==> src/rtl/mem_port_sequencer_if.sv <==
// Bus bundle between the fetch/data requesters, the shared memory and the sequencer.
// The slave modport is the sequencer's view; master is the client/memory side.
interface mem_port_sequencer_if;
   logic        ifReq;
   logic [31:0] ifAddr;
   logic        dReq;
   logic        dWe;
   logic [31:0] dAddr;
   logic [31:0] dWData;
   logic [31:0] memRData;
   logic [31:0] memAddr;
   logic [31:0] memWData;
   logic        memWE;
   logic        ifAck;
   logic [31:0] ifRData;
   logic        dAck;
   logic [31:0] dRData;
   logic        busy;
   logic [15:0] txCount;

   modport slave (
      input  ifReq, ifAddr, dReq, dWe, dAddr, dWData, memRData,
      output memAddr, memWData, memWE, ifAck, ifRData, dAck, dRData, busy, txCount
   );

   modport master (
      output ifReq, ifAddr, dReq, dWe, dAddr, dWData, memRData,
      input  memAddr, memWData, memWE, ifAck, ifRData, dAck, dRData, busy, txCount
   );
endinterface

==> src/rtl/mem_port_sequencer.sv <==
// Arbitrates a fetch port and a data port onto one shared memory, one transaction
// at a time: IDLE (arbitrate) -> ACCESS (MEM_LAT cycles) -> DONE (ack pulse).
module mem_port_sequencer #(
   parameter int MEM_LAT = 1
) (
   input logic                  clock,
   input logic                  reset,
   mem_port_sequencer_if.slave  bus
);
   typedef enum logic [1:0] {IDLE, ACCESS, DONE} state_t;

   state_t      state_q, state_d;
   logic [2:0]  cnt_q;
   logic        last_data_q;
   logic        owner_data_q;
   logic        we_q;
   logic [31:0] addr_q, wdata_q;
   logic [31:0] if_rdata_q, d_rdata_q;
   logic [15:0] tx_cnt_q;
   logic        req_any, grant_data, last_beat;

   // On contention the port that did not win last time gets the grant.
   assign req_any    = bus.ifReq | bus.dReq;
   assign grant_data = bus.dReq & (~bus.ifReq | ~last_data_q);
   assign last_beat  = (cnt_q == 3'(MEM_LAT - 1));

   always_ff @(posedge clock) begin
      if (reset) state_q <= IDLE;
      else       state_q <= state_d;
   end

   always_comb begin
      state_d = state_q;
      case (state_q)
         IDLE:    if (req_any) state_d = ACCESS;
         ACCESS:  if (last_beat) state_d = DONE;
         DONE:    state_d = IDLE;
         default: state_d = IDLE;
      endcase
   end

   always_ff @(posedge clock) begin
      if (reset) begin
         cnt_q        <= '0;
         last_data_q  <= 1'b0;
         owner_data_q <= 1'b0;
         we_q         <= 1'b0;
         addr_q       <= '0;
         wdata_q      <= '0;
         if_rdata_q   <= '0;
         d_rdata_q    <= '0;
         tx_cnt_q     <= '0;
      end else begin
         case (state_q)
            IDLE: if (req_any) begin
               owner_data_q <= grant_data;
               last_data_q  <= grant_data;
               cnt_q        <= '0;
               addr_q       <= grant_data ? bus.dAddr : bus.ifAddr;
               we_q         <= grant_data & bus.dWe;
               wdata_q      <= grant_data ? bus.dWData : '0;
            end
            ACCESS: begin
               cnt_q <= cnt_q + 3'd1;
               // Stores never touch the read-data registers.
               if (last_beat && !we_q) begin
                  if (owner_data_q) d_rdata_q  <= bus.memRData;
                  else              if_rdata_q <= bus.memRData;
               end
            end
            DONE:    tx_cnt_q <= tx_cnt_q + 16'd1;
            default: ;
         endcase
      end
   end

   always_comb begin
      bus.busy  = (state_q != IDLE);
      bus.memWE = (state_q == ACCESS) && we_q && (cnt_q == 3'd0);
      bus.ifAck = (state_q == DONE) && !owner_data_q;
      bus.dAck  = (state_q == DONE) && owner_data_q;
   end

   assign bus.memAddr  = addr_q;
   assign bus.memWData = wdata_q;
   assign bus.ifRData  = if_rdata_q;
   assign bus.dRData   = d_rdata_q;
   assign bus.txCount  = tx_cnt_q;
endmodule
==> src/flat_wrapper.sv <==
// flat-port wrapper written by rule: the top's interface ports become plain ports
module mem_port_sequencer_flat 
#(
   parameter int MEM_LAT = 1
)
  (clock, reset, bus_ifReq, bus_ifAddr, bus_dReq, bus_dWe, bus_dAddr, bus_dWData, bus_memRData, bus_memAddr, bus_memWData, bus_memWE, bus_ifAck, bus_ifRData, bus_dAck, bus_dRData, bus_busy, bus_txCount);
  mem_port_sequencer_if bus_i ();
  input logic clock;
  input logic reset;
  input wire logic [$bits(bus_i.ifReq)-1:0] bus_ifReq;
  input wire logic [$bits(bus_i.ifAddr)-1:0] bus_ifAddr;
  input wire logic [$bits(bus_i.dReq)-1:0] bus_dReq;
  input wire logic [$bits(bus_i.dWe)-1:0] bus_dWe;
  input wire logic [$bits(bus_i.dAddr)-1:0] bus_dAddr;
  input wire logic [$bits(bus_i.dWData)-1:0] bus_dWData;
  input wire logic [$bits(bus_i.memRData)-1:0] bus_memRData;
  output wire logic [$bits(bus_i.memAddr)-1:0] bus_memAddr;
  output wire logic [$bits(bus_i.memWData)-1:0] bus_memWData;
  output wire logic [$bits(bus_i.memWE)-1:0] bus_memWE;
  output wire logic [$bits(bus_i.ifAck)-1:0] bus_ifAck;
  output wire logic [$bits(bus_i.ifRData)-1:0] bus_ifRData;
  output wire logic [$bits(bus_i.dAck)-1:0] bus_dAck;
  output wire logic [$bits(bus_i.dRData)-1:0] bus_dRData;
  output wire logic [$bits(bus_i.busy)-1:0] bus_busy;
  output wire logic [$bits(bus_i.txCount)-1:0] bus_txCount;
  assign bus_i.ifReq = bus_ifReq;
  assign bus_i.ifAddr = bus_ifAddr;
  assign bus_i.dReq = bus_dReq;
  assign bus_i.dWe = bus_dWe;
  assign bus_i.dAddr = bus_dAddr;
  assign bus_i.dWData = bus_dWData;
  assign bus_i.memRData = bus_memRData;
  assign bus_memAddr = bus_i.memAddr;
  assign bus_memWData = bus_i.memWData;
  assign bus_memWE = bus_i.memWE;
  assign bus_ifAck = bus_i.ifAck;
  assign bus_ifRData = bus_i.ifRData;
  assign bus_dAck = bus_i.dAck;
  assign bus_dRData = bus_i.dRData;
  assign bus_busy = bus_i.busy;
  assign bus_txCount = bus_i.txCount;
  mem_port_sequencer #(.MEM_LAT(MEM_LAT)) u_core (.clock(clock), .reset(reset), .bus(bus_i));
endmodule
==> config.mk <==
export PLATFORM = sky130hd
export DESIGN_NAME = mem_port_sequencer_flat
export DESIGN_NICKNAME = d
export VERILOG_FILES = /design/src/rtl/mem_port_sequencer_if.sv /design/src/rtl/mem_port_sequencer.sv /design/src/flat_wrapper.sv
export SDC_FILE = /design/constraint.sdc
export NUM_CORES = 1
export LEC_CHECK = 0
export CAP_MARGIN = 20
export CORE_ASPECT_RATIO = 1.75
export CORE_MARGIN = 3
export CORE_UTILIZATION = 44
export DETAILED_ROUTE_END_ITERATION = 6
export PLACE_DENSITY = 0.9
export SLEW_MARGIN = 5
export SYNTH_ARGS = -nofsm -noshare
export SYNTH_HDL_FRONTEND = slang
export SYNTH_SLANG_ARGS = --single-unit
==> constraint.sdc <==
create_clock -name clock -period 4.1 [get_ports clock]
set_input_delay 1.025 -clock clock [delete_from_list [all_inputs] [get_ports clock]]
set_output_delay 1.025 -clock clock [all_outputs]
set_load 0.005 [all_outputs]
==> out/metrics.yaml <==
power:
  power-per-cell-area_nw_per_um2: 420.2
  power_leakage_nw: 3.363
  peak_ir_drop_on_the_vdd_network_v: 0.0002766
  power_consumption_mw: 3.865
  power.clock.fraction_pct: 40.7
  netSwitchingFraction_pct: 25.68
  pwr-share-comb_pct: 17.2
  p_switching_mw: 0.9926
  share_seq_of_total_power_pct: 42.0
  intPower_mw: 2.872
clock_tree:
  max-clock-path-buffers: 2
  path_clk_slew_ns: 0.06
  cts_resized: 0
  cts.repair_timing.setup_buffer_count: 0
  worstSkewPairLatency_ns: 0.41
  tritoncts.num_buffers: 17
  hold_buffers: 0
  cts_tree: "built"
  htreeDepth: 4
  cts.sink_count: 151
  cts.root.buffer_cell: "clkbuf_16"
routing:
  detail_route.wl_per_cell_um: 16.22
  drt-total-wl_mm: 17.71
  detail_route.first_pass.iterations: 5
  drc: 0
  post_drt_via_cell_ratio: 5.108
  dr_total_vias: 5578
  initialDrtViolationCount: 185
  antenna_violating_nets_post_route: 0
floorplan:
  chipHeight_um: 157.0
  coreArea_um2: 12630
  die_width_um: 92.27
  floorplan.initialDensity_pct: 45.36
  ios: 281
  rows: 54
  die_area_um2: 14480
synth:
  ys_seq_area_share_pct: 52.75
  synth.yosys.warnings: 0
  mappedNetlistNets: 790
  yosys.cell_types.count: 37
  postSynthAreaPerCell_um2: 8.762
  netlist_instances: 654
  synthesis.area_um2: 5730
  synth_seq_cells: 151
global_routing:
  global_route.overflow_total: 0
  grt_usage_pct: 24.78
  first_global_vias: 5746
  grt_max_degree: 97
  global_route_wire_length_before_repair_mm: 28.62
  grt_antenna_before_repair: 0
job:
  maxCapViolCount: 0
layout:
  final_core_util_pct: 72.81
  post_route_non_filler_standard_cell_count: 1092
  num-nets-final: 1047
  flow.area_growth_from_synthesis_pct: 60.52
  fillers: 905
  post-route-cell-area_um2: 9199
  drive_gt1_share_pct: 5.519
  final_cell_mix: "clkdlybuf4s50_1 (279), dfxtp_1 (151), nand2_1 (136), nor2_1 (80), a21oi_1 (72)"
  layout_commonest_cell: "clkdlybuf4s50_1"
  num_antenna_cells: 0
timing:
  report.final.setup_viol: 0
  clock-skew-final_ns: 0.008992
  timing.final.crit_share_pct: 72.36
  clock.fmax_mhz: 337.1
  setup_slack_ns: 1.133
  fin_tns_setup_ns: 0
  post-route-min-period_ns: 2.967
  hold-worst-slack_ns: 0.4537
  maxSlewViolCount: 0
  number_of_hold_violations_in_the_final_report: 0
  rsz0062_at_grt: "false"
  worst_pin_slew_ns: 0.9803
  max_slew_headroom_pct: 34.64
setup_path:
  worst-path-max-fanout: 5
  crit_path_start_kind: "flip-flop"
  setup.worst_path.end_class: "output port"
  critical_path_arrival_ns: 1.94
  timing_worst_setup_path_type: "flip-flop to output port"
  data_required_time_of_the_critical_path_ns: 3.07
placed_design:
  gp_congestion: 0.8475
  placed_area_um2: 8600
  port-buffer-count: 280
  dpl_hpwl_mm: 13.04
  dp_cells: 1060
  dpl_worst_slack_ns: 1.043
worst_hold_path:
  hold_class: "flip-flop to flip-flop"
outcome:
  run_status: "completed"
registers in the layout (all words and copies together), names as in the netlist:
| register | flops |
|---|---|
| u_core.state_q | 2 |
| u_core.last_data_q | 1 |
| u_core.we_q | 1 |
| u_core.bus.memAddr | 32 |
| u_core.bus.dRData | 32 |
| u_core.bus.memWData | 32 |
| u_core.cnt_q | 3 |
| u_core.bus.ifRData | 32 |
| u_core.bus.txCount | 16 |
layer usage:
metal  track usage (%)  share of wire [%]
met1             25.01                 34
met2             45.96                 55
met3             7.317                6.8
met4             12.12                4.4
met5                 0                  0
cells by family (layout without fill, tap and decap cells):
logic type | Yosys count | count (layout) | share of synthesized area (%)
simple gates | 257 | 257 | 18.91
flops | 151 | 151 | 52.75
compound gates | 142 | 142 | 15.37
buf+inv | 56 | 326 | 4.629
mux | 35 | 35 | 6.157
xor+xnor | 10 | 10 | 1.528
fa+ha+maj | 3 | 3 | 0.6551
power by group through the flow:
stage | registers, mW | clock network (mW) | logic, mW
floorplan | 1.66 | 0 | 0.275
global placement | 1.65 | 0 | 0.655
detailed placement | 1.65 | 0 | 0.669
CTS | 1.62 | 1.60 | 0.673
global route | 1.63 | 1.66 | 0.729
finish | 1.62 | 1.57 | 0.667
worst paths after layout:
path | startpoint | to | slack [ns] | depth (start not counted)
hold / removal | u_core.bus.ifRData[26]$_SDFFE_PP0P_ | u_core.bus.ifRData[26]$_SDFFE_PP0P_ | 0.45 | 2
setup reg to reg | u_core.state_q[1]$_SDFFE_PP0P_ | u_core.bus.memWData[19]$_SDFFE_PP0P_ | 2.06 | 5
setup / recovery | u_core.state_q[1]$_SDFFE_PP0P_ | bus_ifAck | 1.13 | 3
hold reg to reg | u_core.bus.ifRData[26]$_SDFFE_PP0P_ | u_core.bus.ifRData[26]$_SDFFE_PP0P_ | 0.45 | 2
worst max-delay path, cell delays in order, from the launching register on:
cell	delay (ns)
dfxtp_1	0.37
nor2b_1	0.35
nor2b_1	0.27
clkdlybuf4s50_1	0.54
synth_stat cells (all sizes together):
| cell type | instances | area [um^2] |
|---|---|---|
| or2 | 2 | 12.52 |
| nor2b | 6 | 37.54 |
| nor3 | 3 | 15.01 |
| inv | 4 | 15.01 |
| nand4b | 1 | 8.760 |
| clkbuf | 23 | 86.33 |
| o31ai | 2 | 15.01 |
| xnor2 | 2 | 17.52 |
| nor4 | 2 | 12.51 |
| o21ai | 2 | 10.01 |
| xor2 | 8 | 70.07 |
| nand4 | 6 | 37.54 |
| or3 | 2 | 12.51 |
| a21boi | 1 | 7.510 |
| a211oi | 32 | 240.2 |
| nand3 | 7 | 47.55 |
| and4 | 2 | 17.52 |
| and2 | 2 | 12.51 |
| a21oi | 72 | 360.4 |
| and4b | 1 | 10.01 |
| or4 | 2 | 15.01 |
| ha | 3 | 37.54 |
| a22oi | 33 | 247.7 |
| or2b | 1 | 8.760 |
| buf | 29 | 163.9 |
| dfxtp | 151 | 3023 |
| and3 | 1 | 6.260 |
| nand2b | 1 | 6.260 |
| mux2 | 2 | 22.52 |
| and3b | 1 | 8.760 |
| nand2 | 136 | 510.5 |
| nor2 | 81 | 304.0 |
| mux2i | 33 | 330.3 |
cell type report:
type / instances / area [um^2] / area share, %
Sequential cell: 151 / 3023 / 32.86
Timing Repair Buffer: 290 / 2888 / 31.39
Multi-Input combinational cell: 447 / 2464 / 26.78
Clock buffer: 18 / 439.2 / 4.774
Tap cell: 168 / 210.2 / 2.285
Clock inverter: 14 / 160.2 / 1.741
Inverter: 4 / 15.01 / 0.1632
No activity file was read; power rests on OpenSTA's default activity.
